### config.mk
export PLATFORM = sky130hd
export DESIGN_NAME = uart_axil_timeout_guard_flat
export DESIGN_NICKNAME = d
export VERILOG_FILES = /design/src/rtl/uart_axil_timeout_guard_if.sv /design/src/rtl/uart_axil_timeout_guard.sv /design/src/flat_wrapper.sv
export SDC_FILE = /design/constraint.sdc
export NUM_CORES = 1
export LEC_CHECK = 0
export CAP_MARGIN = 20
export CORE_ASPECT_RATIO = 0.7
export CORE_UTILIZATION = 42
export CTS_BUF_LIST = sky130_fd_sc_hd__clkbuf_4
export DETAILED_ROUTE_END_ITERATION = 6
export GPL_ROUTABILITY_DRIVEN = 0
export HOLD_SLACK_MARGIN = 0.02
export MAX_ROUTING_LAYER = met4
export PLACE_DENSITY = 0.87
export SETUP_SLACK_MARGIN = 0.2
export SYNTH_ARGS = -nofsm -noshare
export SYNTH_HDL_FRONTEND = slang
export SYNTH_SLANG_ARGS = --single-unit
### constraint.sdc
create_clock -name sys_clk -period 4.4 [get_ports sys_clk]
set_clock_uncertainty 0.05 [all_clocks]
set_input_delay 1.32 -clock sys_clk [delete_from_list [all_inputs] [get_ports sys_clk]]
set_output_delay 1.32 -clock sys_clk [all_outputs]
set_load 0.01 [all_outputs]
### src/rtl/uart_axil_timeout_guard_if.sv
// AXI4-Lite channel bundle for the UART guard.
// The master modport drives requests; the slave modport answers them.
interface uart_axil_timeout_guard_if #(
    parameter int ADDR_WIDTH = 13,
    parameter int DATA_WIDTH = 32
) ();
    logic [ADDR_WIDTH-1:0]   awaddr;
    logic                    awvalid;
    logic                    awready;
    logic [DATA_WIDTH-1:0]   wdata;
    logic [DATA_WIDTH/8-1:0] wstrb;
    logic                    wvalid;
    logic                    wready;
    logic [1:0]              bresp;
    logic                    bvalid;
    logic                    bready;
    logic [ADDR_WIDTH-1:0]   araddr;
    logic                    arvalid;
    logic                    arready;
    logic [DATA_WIDTH-1:0]   rdata;
    logic [1:0]              rresp;
    logic                    rvalid;
    logic                    rready;

    modport master (
        output awaddr, awvalid,
        output wdata, wstrb, wvalid,
        output bready,
        output araddr, arvalid,
        output rready,
        input  awready, wready,
        input  bresp, bvalid,
        input  arready,
        input  rdata, rresp, rvalid
    );

    modport slave (
        input  awaddr, awvalid,
        input  wdata, wstrb, wvalid,
        input  bready,
        input  araddr, arvalid,
        input  rready,
        output awready, wready,
        output bresp, bvalid,
        output arready,
        output rdata, rresp, rvalid
    );
endinterface

### src/rtl/uart_axil_timeout_guard.sv
// One-at-a-time AXI4-Lite guard in front of the UART: answers SLVERR on
// a stuck peripheral, then isolates it and drains late responses.
module uart_axil_timeout_guard #(
    parameter int ADDR_WIDTH     = 13,
    parameter int DATA_WIDTH     = 32,
    parameter int TIMEOUT_CYCLES = 4096,
    parameter logic [DATA_WIDTH-1:0] ERR_RDATA = 32'hDEAD_BEEF
) (
    input  logic sys_clk,
    input  logic sys_rst_n,
    uart_axil_timeout_guard_if.slave  s_axil,
    uart_axil_timeout_guard_if.master m_axil,
    output logic timeout_o,
    output logic dead_o
);
    localparam int SW = DATA_WIDTH / 8;
    localparam int CW = $clog2(TIMEOUT_CYCLES + 1);
    localparam logic [CW-1:0] CNT_LAST = CW'(TIMEOUT_CYCLES - 1);
    localparam logic [1:0] SLVERR = 2'b10;

    typedef enum logic [2:0] {
        IDLE, WR_FWD, RD_FWD, WR_RESP, RD_RESP
    } state_t;

    state_t state, state_nxt;

    logic                  last_rd;
    logic [CW-1:0]         cnt;
    logic                  dead;
    logic [ADDR_WIDTH-1:0] addr;
    logic [DATA_WIDTH-1:0] wdata;
    logic [SW-1:0]         wstrb;
    logic [DATA_WIDTH-1:0] rdata;
    logic [1:0]            resp;
    logic                  awv, wv, arv;

    logic grant_wr, grant_rd;
    logic acc_wr, acc_rd;
    logic b_hs, r_hs, expire;

    always_comb begin
        grant_wr  = s_axil.awvalid && s_axil.wvalid &&
                    (!s_axil.arvalid || last_rd);
        grant_rd  = s_axil.arvalid && !grant_wr;
        acc_wr    = 1'b0;
        acc_rd    = 1'b0;
        b_hs      = (state == WR_FWD) && m_axil.bvalid;
        r_hs      = (state == RD_FWD) && m_axil.rvalid;
        // the real response wins over a same-cycle expiry
        expire    = (cnt == CNT_LAST) &&
                    (((state == WR_FWD) && !b_hs) ||
                     ((state == RD_FWD) && !r_hs));
        state_nxt = state;
        unique case (state)
            IDLE: begin
                unique case (1'b1)
                    grant_wr && sys_rst_n: begin
                        acc_wr    = 1'b1;
                        state_nxt = dead ? WR_RESP : WR_FWD;
                    end
                    grant_rd && sys_rst_n: begin
                        acc_rd    = 1'b1;
                        state_nxt = dead ? RD_RESP : RD_FWD;
                    end
                    default: ;
                endcase
            end
            WR_FWD:  if (b_hs || expire) state_nxt = WR_RESP;
            RD_FWD:  if (r_hs || expire) state_nxt = RD_RESP;
            WR_RESP: if (s_axil.bready) state_nxt = IDLE;
            RD_RESP: if (s_axil.rready) state_nxt = IDLE;
            default: state_nxt = IDLE;
        endcase
    end

    always_ff @(posedge sys_clk) begin
        if (!sys_rst_n) state <= IDLE;
        else            state <= state_nxt;
    end

    always_ff @(posedge sys_clk) begin
        if (!sys_rst_n) begin
            last_rd   <= 1'b1;
            cnt       <= '0;
            dead      <= 1'b0;
            addr      <= '0;
            wdata     <= '0;
            wstrb     <= '0;
            rdata     <= '0;
            resp      <= '0;
            awv       <= 1'b0;
            wv        <= 1'b0;
            arv       <= 1'b0;
            timeout_o <= 1'b0;
        end else begin
            timeout_o <= 1'b0;
            if (acc_wr || acc_rd)
                cnt <= '0;
            else if (state == WR_FWD || state == RD_FWD)
                cnt <= cnt + CW'(1);
            // valids already on the bus stay up until their handshake
            if (awv && m_axil.awready) awv <= 1'b0;
            if (wv && m_axil.wready)   wv  <= 1'b0;
            if (arv && m_axil.arready) arv <= 1'b0;
            if (acc_wr) begin
                last_rd <= 1'b0;
                addr    <= s_axil.awaddr;
                wdata   <= s_axil.wdata;
                wstrb   <= s_axil.wstrb;
                if (dead) resp <= SLVERR;
                else begin
                    awv <= 1'b1;
                    wv  <= 1'b1;
                end
            end
            if (acc_rd) begin
                last_rd <= 1'b1;
                addr    <= s_axil.araddr;
                if (dead) begin
                    resp  <= SLVERR;
                    rdata <= ERR_RDATA;
                end else arv <= 1'b1;
            end
            if (b_hs) resp <= m_axil.bresp;
            if (r_hs) begin
                resp  <= m_axil.rresp;
                rdata <= m_axil.rdata;
            end
            if (expire) begin
                resp      <= SLVERR;
                timeout_o <= 1'b1;
                dead      <= 1'b1;
                if (state == RD_FWD) rdata <= ERR_RDATA;
            end
        end
    end

    assign s_axil.awready = acc_wr;
    assign s_axil.wready  = acc_wr;
    assign s_axil.arready = acc_rd;
    assign s_axil.bvalid  = (state == WR_RESP);
    assign s_axil.rvalid  = (state == RD_RESP);
    assign s_axil.bresp   = resp;
    assign s_axil.rresp   = resp;
    assign s_axil.rdata   = rdata;

    assign m_axil.awaddr  = addr;
    assign m_axil.araddr  = addr;
    assign m_axil.wdata   = wdata;
    assign m_axil.wstrb   = wstrb;
    assign m_axil.awvalid = awv;
    assign m_axil.wvalid  = wv;
    assign m_axil.arvalid = arv;
    // once isolated, soak up any orphaned response forever
    assign m_axil.bready  = (state == WR_FWD) || dead;
    assign m_axil.rready  = (state == RD_FWD) || dead;

    assign dead_o = dead;
endmodule

### src/flat_wrapper.sv
// flat-port wrapper written by rule: the top's interface ports become plain ports
module uart_axil_timeout_guard_flat 
#(
    parameter int ADDR_WIDTH     = 13,
    parameter int DATA_WIDTH     = 32,
    parameter int TIMEOUT_CYCLES = 4096,
    parameter logic [DATA_WIDTH-1:0] ERR_RDATA = 32'hDEAD_BEEF
)
  (sys_clk, sys_rst_n, timeout_o, dead_o, s_axil_awaddr, s_axil_awvalid, s_axil_wdata, s_axil_wstrb, s_axil_wvalid, s_axil_bready, s_axil_araddr, s_axil_arvalid, s_axil_rready, s_axil_awready, s_axil_wready, s_axil_bresp, s_axil_bvalid, s_axil_arready, s_axil_rdata, s_axil_rresp, s_axil_rvalid, m_axil_awaddr, m_axil_awvalid, m_axil_wdata, m_axil_wstrb, m_axil_wvalid, m_axil_bready, m_axil_araddr, m_axil_arvalid, m_axil_rready, m_axil_awready, m_axil_wready, m_axil_bresp, m_axil_bvalid, m_axil_arready, m_axil_rdata, m_axil_rresp, m_axil_rvalid);
  uart_axil_timeout_guard_if #(.ADDR_WIDTH(ADDR_WIDTH), .DATA_WIDTH(DATA_WIDTH)) s_axil_i ();
  uart_axil_timeout_guard_if #(.ADDR_WIDTH(ADDR_WIDTH), .DATA_WIDTH(DATA_WIDTH)) m_axil_i ();
  input  logic sys_clk;
  input  logic sys_rst_n;
  output logic timeout_o;
  output logic dead_o;
  input wire logic [$bits(s_axil_i.awaddr)-1:0] s_axil_awaddr;
  input wire logic [$bits(s_axil_i.awvalid)-1:0] s_axil_awvalid;
  input wire logic [$bits(s_axil_i.wdata)-1:0] s_axil_wdata;
  input wire logic [$bits(s_axil_i.wstrb)-1:0] s_axil_wstrb;
  input wire logic [$bits(s_axil_i.wvalid)-1:0] s_axil_wvalid;
  input wire logic [$bits(s_axil_i.bready)-1:0] s_axil_bready;
  input wire logic [$bits(s_axil_i.araddr)-1:0] s_axil_araddr;
  input wire logic [$bits(s_axil_i.arvalid)-1:0] s_axil_arvalid;
  input wire logic [$bits(s_axil_i.rready)-1:0] s_axil_rready;
  output wire logic [$bits(s_axil_i.awready)-1:0] s_axil_awready;
  output wire logic [$bits(s_axil_i.wready)-1:0] s_axil_wready;
  output wire logic [$bits(s_axil_i.bresp)-1:0] s_axil_bresp;
  output wire logic [$bits(s_axil_i.bvalid)-1:0] s_axil_bvalid;
  output wire logic [$bits(s_axil_i.arready)-1:0] s_axil_arready;
  output wire logic [$bits(s_axil_i.rdata)-1:0] s_axil_rdata;
  output wire logic [$bits(s_axil_i.rresp)-1:0] s_axil_rresp;
  output wire logic [$bits(s_axil_i.rvalid)-1:0] s_axil_rvalid;
  output wire logic [$bits(m_axil_i.awaddr)-1:0] m_axil_awaddr;
  output wire logic [$bits(m_axil_i.awvalid)-1:0] m_axil_awvalid;
  output wire logic [$bits(m_axil_i.wdata)-1:0] m_axil_wdata;
  output wire logic [$bits(m_axil_i.wstrb)-1:0] m_axil_wstrb;
  output wire logic [$bits(m_axil_i.wvalid)-1:0] m_axil_wvalid;
  output wire logic [$bits(m_axil_i.bready)-1:0] m_axil_bready;
  output wire logic [$bits(m_axil_i.araddr)-1:0] m_axil_araddr;
  output wire logic [$bits(m_axil_i.arvalid)-1:0] m_axil_arvalid;
  output wire logic [$bits(m_axil_i.rready)-1:0] m_axil_rready;
  input wire logic [$bits(m_axil_i.awready)-1:0] m_axil_awready;
  input wire logic [$bits(m_axil_i.wready)-1:0] m_axil_wready;
  input wire logic [$bits(m_axil_i.bresp)-1:0] m_axil_bresp;
  input wire logic [$bits(m_axil_i.bvalid)-1:0] m_axil_bvalid;
  input wire logic [$bits(m_axil_i.arready)-1:0] m_axil_arready;
  input wire logic [$bits(m_axil_i.rdata)-1:0] m_axil_rdata;
  input wire logic [$bits(m_axil_i.rresp)-1:0] m_axil_rresp;
  input wire logic [$bits(m_axil_i.rvalid)-1:0] m_axil_rvalid;
  assign s_axil_i.awaddr = s_axil_awaddr;
  assign s_axil_i.awvalid = s_axil_awvalid;
  assign s_axil_i.wdata = s_axil_wdata;
  assign s_axil_i.wstrb = s_axil_wstrb;
  assign s_axil_i.wvalid = s_axil_wvalid;
  assign s_axil_i.bready = s_axil_bready;
  assign s_axil_i.araddr = s_axil_araddr;
  assign s_axil_i.arvalid = s_axil_arvalid;
  assign s_axil_i.rready = s_axil_rready;
  assign s_axil_awready = s_axil_i.awready;
  assign s_axil_wready = s_axil_i.wready;
  assign s_axil_bresp = s_axil_i.bresp;
  assign s_axil_bvalid = s_axil_i.bvalid;
  assign s_axil_arready = s_axil_i.arready;
  assign s_axil_rdata = s_axil_i.rdata;
  assign s_axil_rresp = s_axil_i.rresp;
  assign s_axil_rvalid = s_axil_i.rvalid;
  assign m_axil_awaddr = m_axil_i.awaddr;
  assign m_axil_awvalid = m_axil_i.awvalid;
  assign m_axil_wdata = m_axil_i.wdata;
  assign m_axil_wstrb = m_axil_i.wstrb;
  assign m_axil_wvalid = m_axil_i.wvalid;
  assign m_axil_bready = m_axil_i.bready;
  assign m_axil_araddr = m_axil_i.araddr;
  assign m_axil_arvalid = m_axil_i.arvalid;
  assign m_axil_rready = m_axil_i.rready;
  assign m_axil_i.awready = m_axil_awready;
  assign m_axil_i.wready = m_axil_wready;
  assign m_axil_i.bresp = m_axil_bresp;
  assign m_axil_i.bvalid = m_axil_bvalid;
  assign m_axil_i.arready = m_axil_arready;
  assign m_axil_i.rdata = m_axil_rdata;
  assign m_axil_i.rresp = m_axil_rresp;
  assign m_axil_i.rvalid = m_axil_rvalid;
  uart_axil_timeout_guard #(.ADDR_WIDTH(ADDR_WIDTH), .DATA_WIDTH(DATA_WIDTH), .TIMEOUT_CYCLES(TIMEOUT_CYCLES), .ERR_RDATA(ERR_RDATA)) u_core (.sys_clk(sys_clk), .sys_rst_n(sys_rst_n), .s_axil(s_axil_i), .m_axil(m_axil_i), .timeout_o(timeout_o), .dead_o(dead_o));
endmodule
# Word level (Yosys, flattened, before mapping)
# Index checks and enable logic that the tools add are counted.
# totals
wordCells,93
register_bits,105
latch_bits,0
inputBits,110
romBits,0
ramBits,0
n_memories,0
# op_classes
n_reduce_logical,31
shift,0
mul,0
magnitude_cmp,0
n_div,0
addsub,1
eq_ne,10
muxes,36
bitwise,1
# op_table
cell,n
$mux W32,5
$mux W13,2
$mux W2,8
$mux W3,5
$pmux W3 S5,1
$mux W1,14
$add A13 B1 Y13 const B,1
$eq A13 B12 Y1 const B,1
$logic_and A1 B1 Y1,13
$logic_or A1 B1 Y1,8
$ne A2 B2 Y1 const B,4
$eq A3 B2 Y1 const B,2
$pmux W3 S2,1
$reduce_or A2 Y1,3
$reduce_and A5 Y1,1
$logic_not A1 Y1,4
$eq A3 B1 Y1 const B,1
$eq A3 B3 Y1 const B,1
$logic_not A3 Y1,1
$ne A3 B1 Y1 const B,1
$reduce_bool A2 Y1,1
$not A1 Y1,1

# Depth between registers and ports, before layout
# logic_depth
depth_word,12
ltp_mapped,8

# Least setup slack after synthesis
# Ideal clock, no wire load.
# synth_path
kind,input port to output port
from,in sys_rst_n
to,out s_axil_wready
t_arrival_ns,2.711
path_buffers,3
setup_slack_ns,0.319
required_ns,3.030
path_stages,6
cell_sequence,buf_2 nor2b_1 nand3_1 nor3_2 clkbuf_1 buf_4
# synth_via
elab_chain_len,3
# synth_lines
item,line_no,text
"start, declared",flat_wrapper.sv:13,input logic sys_rst_n;
$logic_and A1 B1 Y1,uart_axil_timeout_guard.sv:57,grant_wr && sys_rst_n: begin
$mux W1,uart_axil_timeout_guard.sv:56,unique case (1'b1)
$mux W1,uart_axil_timeout_guard.sv:54,unique case (state)
"end, declared",flat_wrapper.sv:26,output wire logic [$bits(s_axil_i.wready)-1:0] s_axil_wready;
# Every way passes these cells.

# Final worst setup path
# layout_path
from,in s_axil_arvalid
to,out s_axil_wready
# layout_via
elab_chain_len,6
# layout_lines
item,line_no,text
"start, declared",flat_wrapper.sv:23,input wire logic [$bits(s_axil_i.arvalid)-1:0] s_axil_arvalid;
$logic_not A1 Y1,uart_axil_timeout_guard.sv:43,(!s_axil.arvalid || last_rd);
$logic_or A1 B1 Y1,uart_axil_timeout_guard.sv:43,
$logic_and A1 B1 Y1,uart_axil_timeout_guard.sv:42,grant_wr = s_axil.awvalid && s_axil.wvalid &&
$logic_and A1 B1 Y1,uart_axil_timeout_guard.sv:57,
$mux W1,uart_axil_timeout_guard.sv:56,
$mux W1,uart_axil_timeout_guard.sv:54,
# Every way passes these cells.

==> run metrics <==
status finished, violations left; failing checks DRC; DR top layer met4; Post-synth EDFFs 0; Yosys cell types 45; Worst EP required 3.03 ns; global route total overflow 0; Worst path max stage delay 0.53 ns; drt pass-1 iters 7; CP Data Arrival Time 2.71 ns; vias in the first global route 4194; synthesized area per cell 8.93 µm²; met2 routed WL 6.50 mm; Fmax 245 MHz; layout cells sized above 1 0.0794; Max Cap Violations 0; cells along the critical path clkdlybuf4s50_1 -> nor2b_1 -> nor3_4 -> buf_4 -> dlygate4sd2_1; Root Buffer clkbuf_4; share of the yosys chip area belonging to registers 0.474; RSZ-0062 raised after global routing no; ANT nets after route 0; Die Ht 87.9 µm; Via-to-Cell Ratio 5.20; Max Root-Sink Buffers 2; Worst setup EP type output pin; total CTS buffers 9; Layout Nets 800; x dimension of the die 125 µm; Final Hold Vio Count 0; pin count of the biggest net entering global routing 90; pwr dens 377 nW/µm²; Starting Density 0.444; worst-skew pair later-pin latency 0.44 ns; Leak 0.00251 µW; initial antenna violation count 0; drt total wl 13.0 mm; Vias 4268; min Tclk post-route 4.08 ns; final count of pins violating max slew 0; Core Region 9980 µm²; Area Overhead vs Synth 51.9%; slowest CP cell clkdlybuf4s50_1; Metal-1 WL 5.36 mm; global-route wire length before repair 20.5 mm; clock slew at reported path FFs 0.17 ns; Hold Slack 0.419 ns; syn nets 608; final instance area 6730 µm²; prevailing post-synth register cell dfxtp_1; io pins 220; clock sinks 105; hpwl dp 9.54 mm; FP Rows 30; Cells after Synth 496; CP bufs+invs 3; Rel. slew slack 0.323; drt drc 32; hold-fix buffers at CTS 0; Die Area 11000 µm²; Avg WL per Cell 15.8 µm; Crit Path Category input port to output pin; Hold Crit Start u_core.m_axil.wdata[12]$_SDFFE_PN0N_; Final setup viols 0; Port Buf Inserts 219; Global Route Usage Sum 0.244; final setup TNS 0 ns; Detailed Route Iter0 Violations 206; area of the mapped netlist 4430 µm²; worst-path maximum fanout 4; Syn. warnings 0; CTS tree built; crit path from s_axil_arvalid; placed cell area 6550 µm²; Period Utilization, post-route 0.928; delay-heaviest family, CP buffers and inverters; H-tree depth 3; Post-synth ARST share 0; Antenna Cells 0; Hold/Removal Path Class register to register; startpoint types input port; worst slew pin tran 1.02 ns; routed length on met3 1.03 mm; Synth Register Bits 105; r2r startpoint u_core.state[0]$_SDFFE_PN0P_; Peak supply drop 232 µV
## tightest hold or removal path: stages (launching register included)
cell and delay (ns):
dfxtp_1 0.34, nand2_1 0.05, o21ai_0 0.06
## path summary, 6_finish.rpt
kind,endpoint,cells after the start,slack [ns]
worst max-delay path,s_axil_wready,5,0.32
worst min-delay path,u_core.m_axil.wdata[12]$_SDFFE_PN0N_,2,0.42
worst max register to register,u_core.s_axil.rdata[30]$_SDFF_PN0_,5,1.87
worst min register to register,u_core.m_axil.wdata[12]$_SDFFE_PN0N_,2,0.42
## area by class of cell
type | count | area, µm²
clock buffer | 10 | 75.1
clock inverter | 6 | 58.8
fill | 784 | 3260
inverter | 3 | 11.3
multi-input combinational | 338 | 2020
sequential | 105 | 2100
tap | 128 | 160
timing repair buffer | 231 | 2300
## cells in the mapped netlist, drive strengths merged (4+ instances only)
| cell | n | area [µm²] |
|---|---|---|
| xnor2 | 4 | 35.0 |
| a22oi | 8 | 60.1 |
| nand3 | 21 | 105 |
| dfxtp | 105 | 2100 |
| clkbuf | 18 | 67.6 |
| and3 | 4 | 25.0 |
| o21ai | 57 | 285 |
| nor2 | 27 | 101 |
| a21oi | 7 | 35.0 |
| nor3 | 7 | 40.0 |
| o21a | 4 | 30.0 |
| buf | 32 | 234 |
| nor2b | 6 | 37.5 |
| o221ai | 24 | 335 |
| nand2 | 113 | 424 |
| xor2 | 9 | 78.8 |
| mux2i | 13 | 130 |
## per-layer routing
layer	GRT usage	vias up
li1	-	2086
met1	0.272	2021
met2	0.436	149
met3	0.0739	12
met4	0.0505	0
met5	-	-
## per-stage QoR
stage,instances,utilization,setup slack [ns],power (µW)
2_1_floorplan,496,-,0.319,1630
3_3_place_gp,801,0.656,0.0813,2020
3_5_place_dp,801,0.656,0.0964,2060
4_1_cts,820,0.671,0.211,2550
5_1_grt,821,0.674,0.276,2680
6_report,821,0.674,0.318,2540
## cells by family after synthesis
| family | share of synthesized area |
|---|---|
| compound gates | 0.188 |
| xor+xnor | 0.0257 |
| fa+ha+maj | 0.00565 |
| buf+inv | 0.0706 |
| flops | 0.474 |
| mux | 0.0294 |
| simple gates | 0.206 |
## report_power, final
part / total, µW / internal [µW] / leakage [µW] / switching [µW]
clock: 486 / 177 / 0.0000715 / 309
sequential: 1180 / 1070 / 0.000854 / 110
combinational: 871 / 483 / 0.00159 / 388
## cell usage in the layout, fill, tap and decap left out, drive strengths merged, types with 10 or more instances in the layout
master,synthesis,layout
dfxtp,105,105
o221ai,24,24
nand2,113,113
buf,32,13
clkbuf,18,10
clkdlybuf4s50,0,215
mux2i,13,13
nor2,27,27
nand3,21,21
o21ai,57,57
## sequential cells by signal, summed over array words and instances (netlist names), 3 cells and up, named ones only
| register | count |
|---|---|
| u_core.cnt | 13 |
| u_core.state | 3 |
| u_core.m_axil.araddr | 13 |
| u_core.m_axil.wdata | 32 |
| u_core.s_axil.rdata | 32 |
| u_core.m_axil.wstrb | 4 |
## what timing repair did
action,in CTS,in global routing
setup buffers,3,0
endpoints found under the setup margin,3,1
pin swaps,1,0
gates resized for setup,2,1
Note: power is estimated with default switching activity, not from simulation.
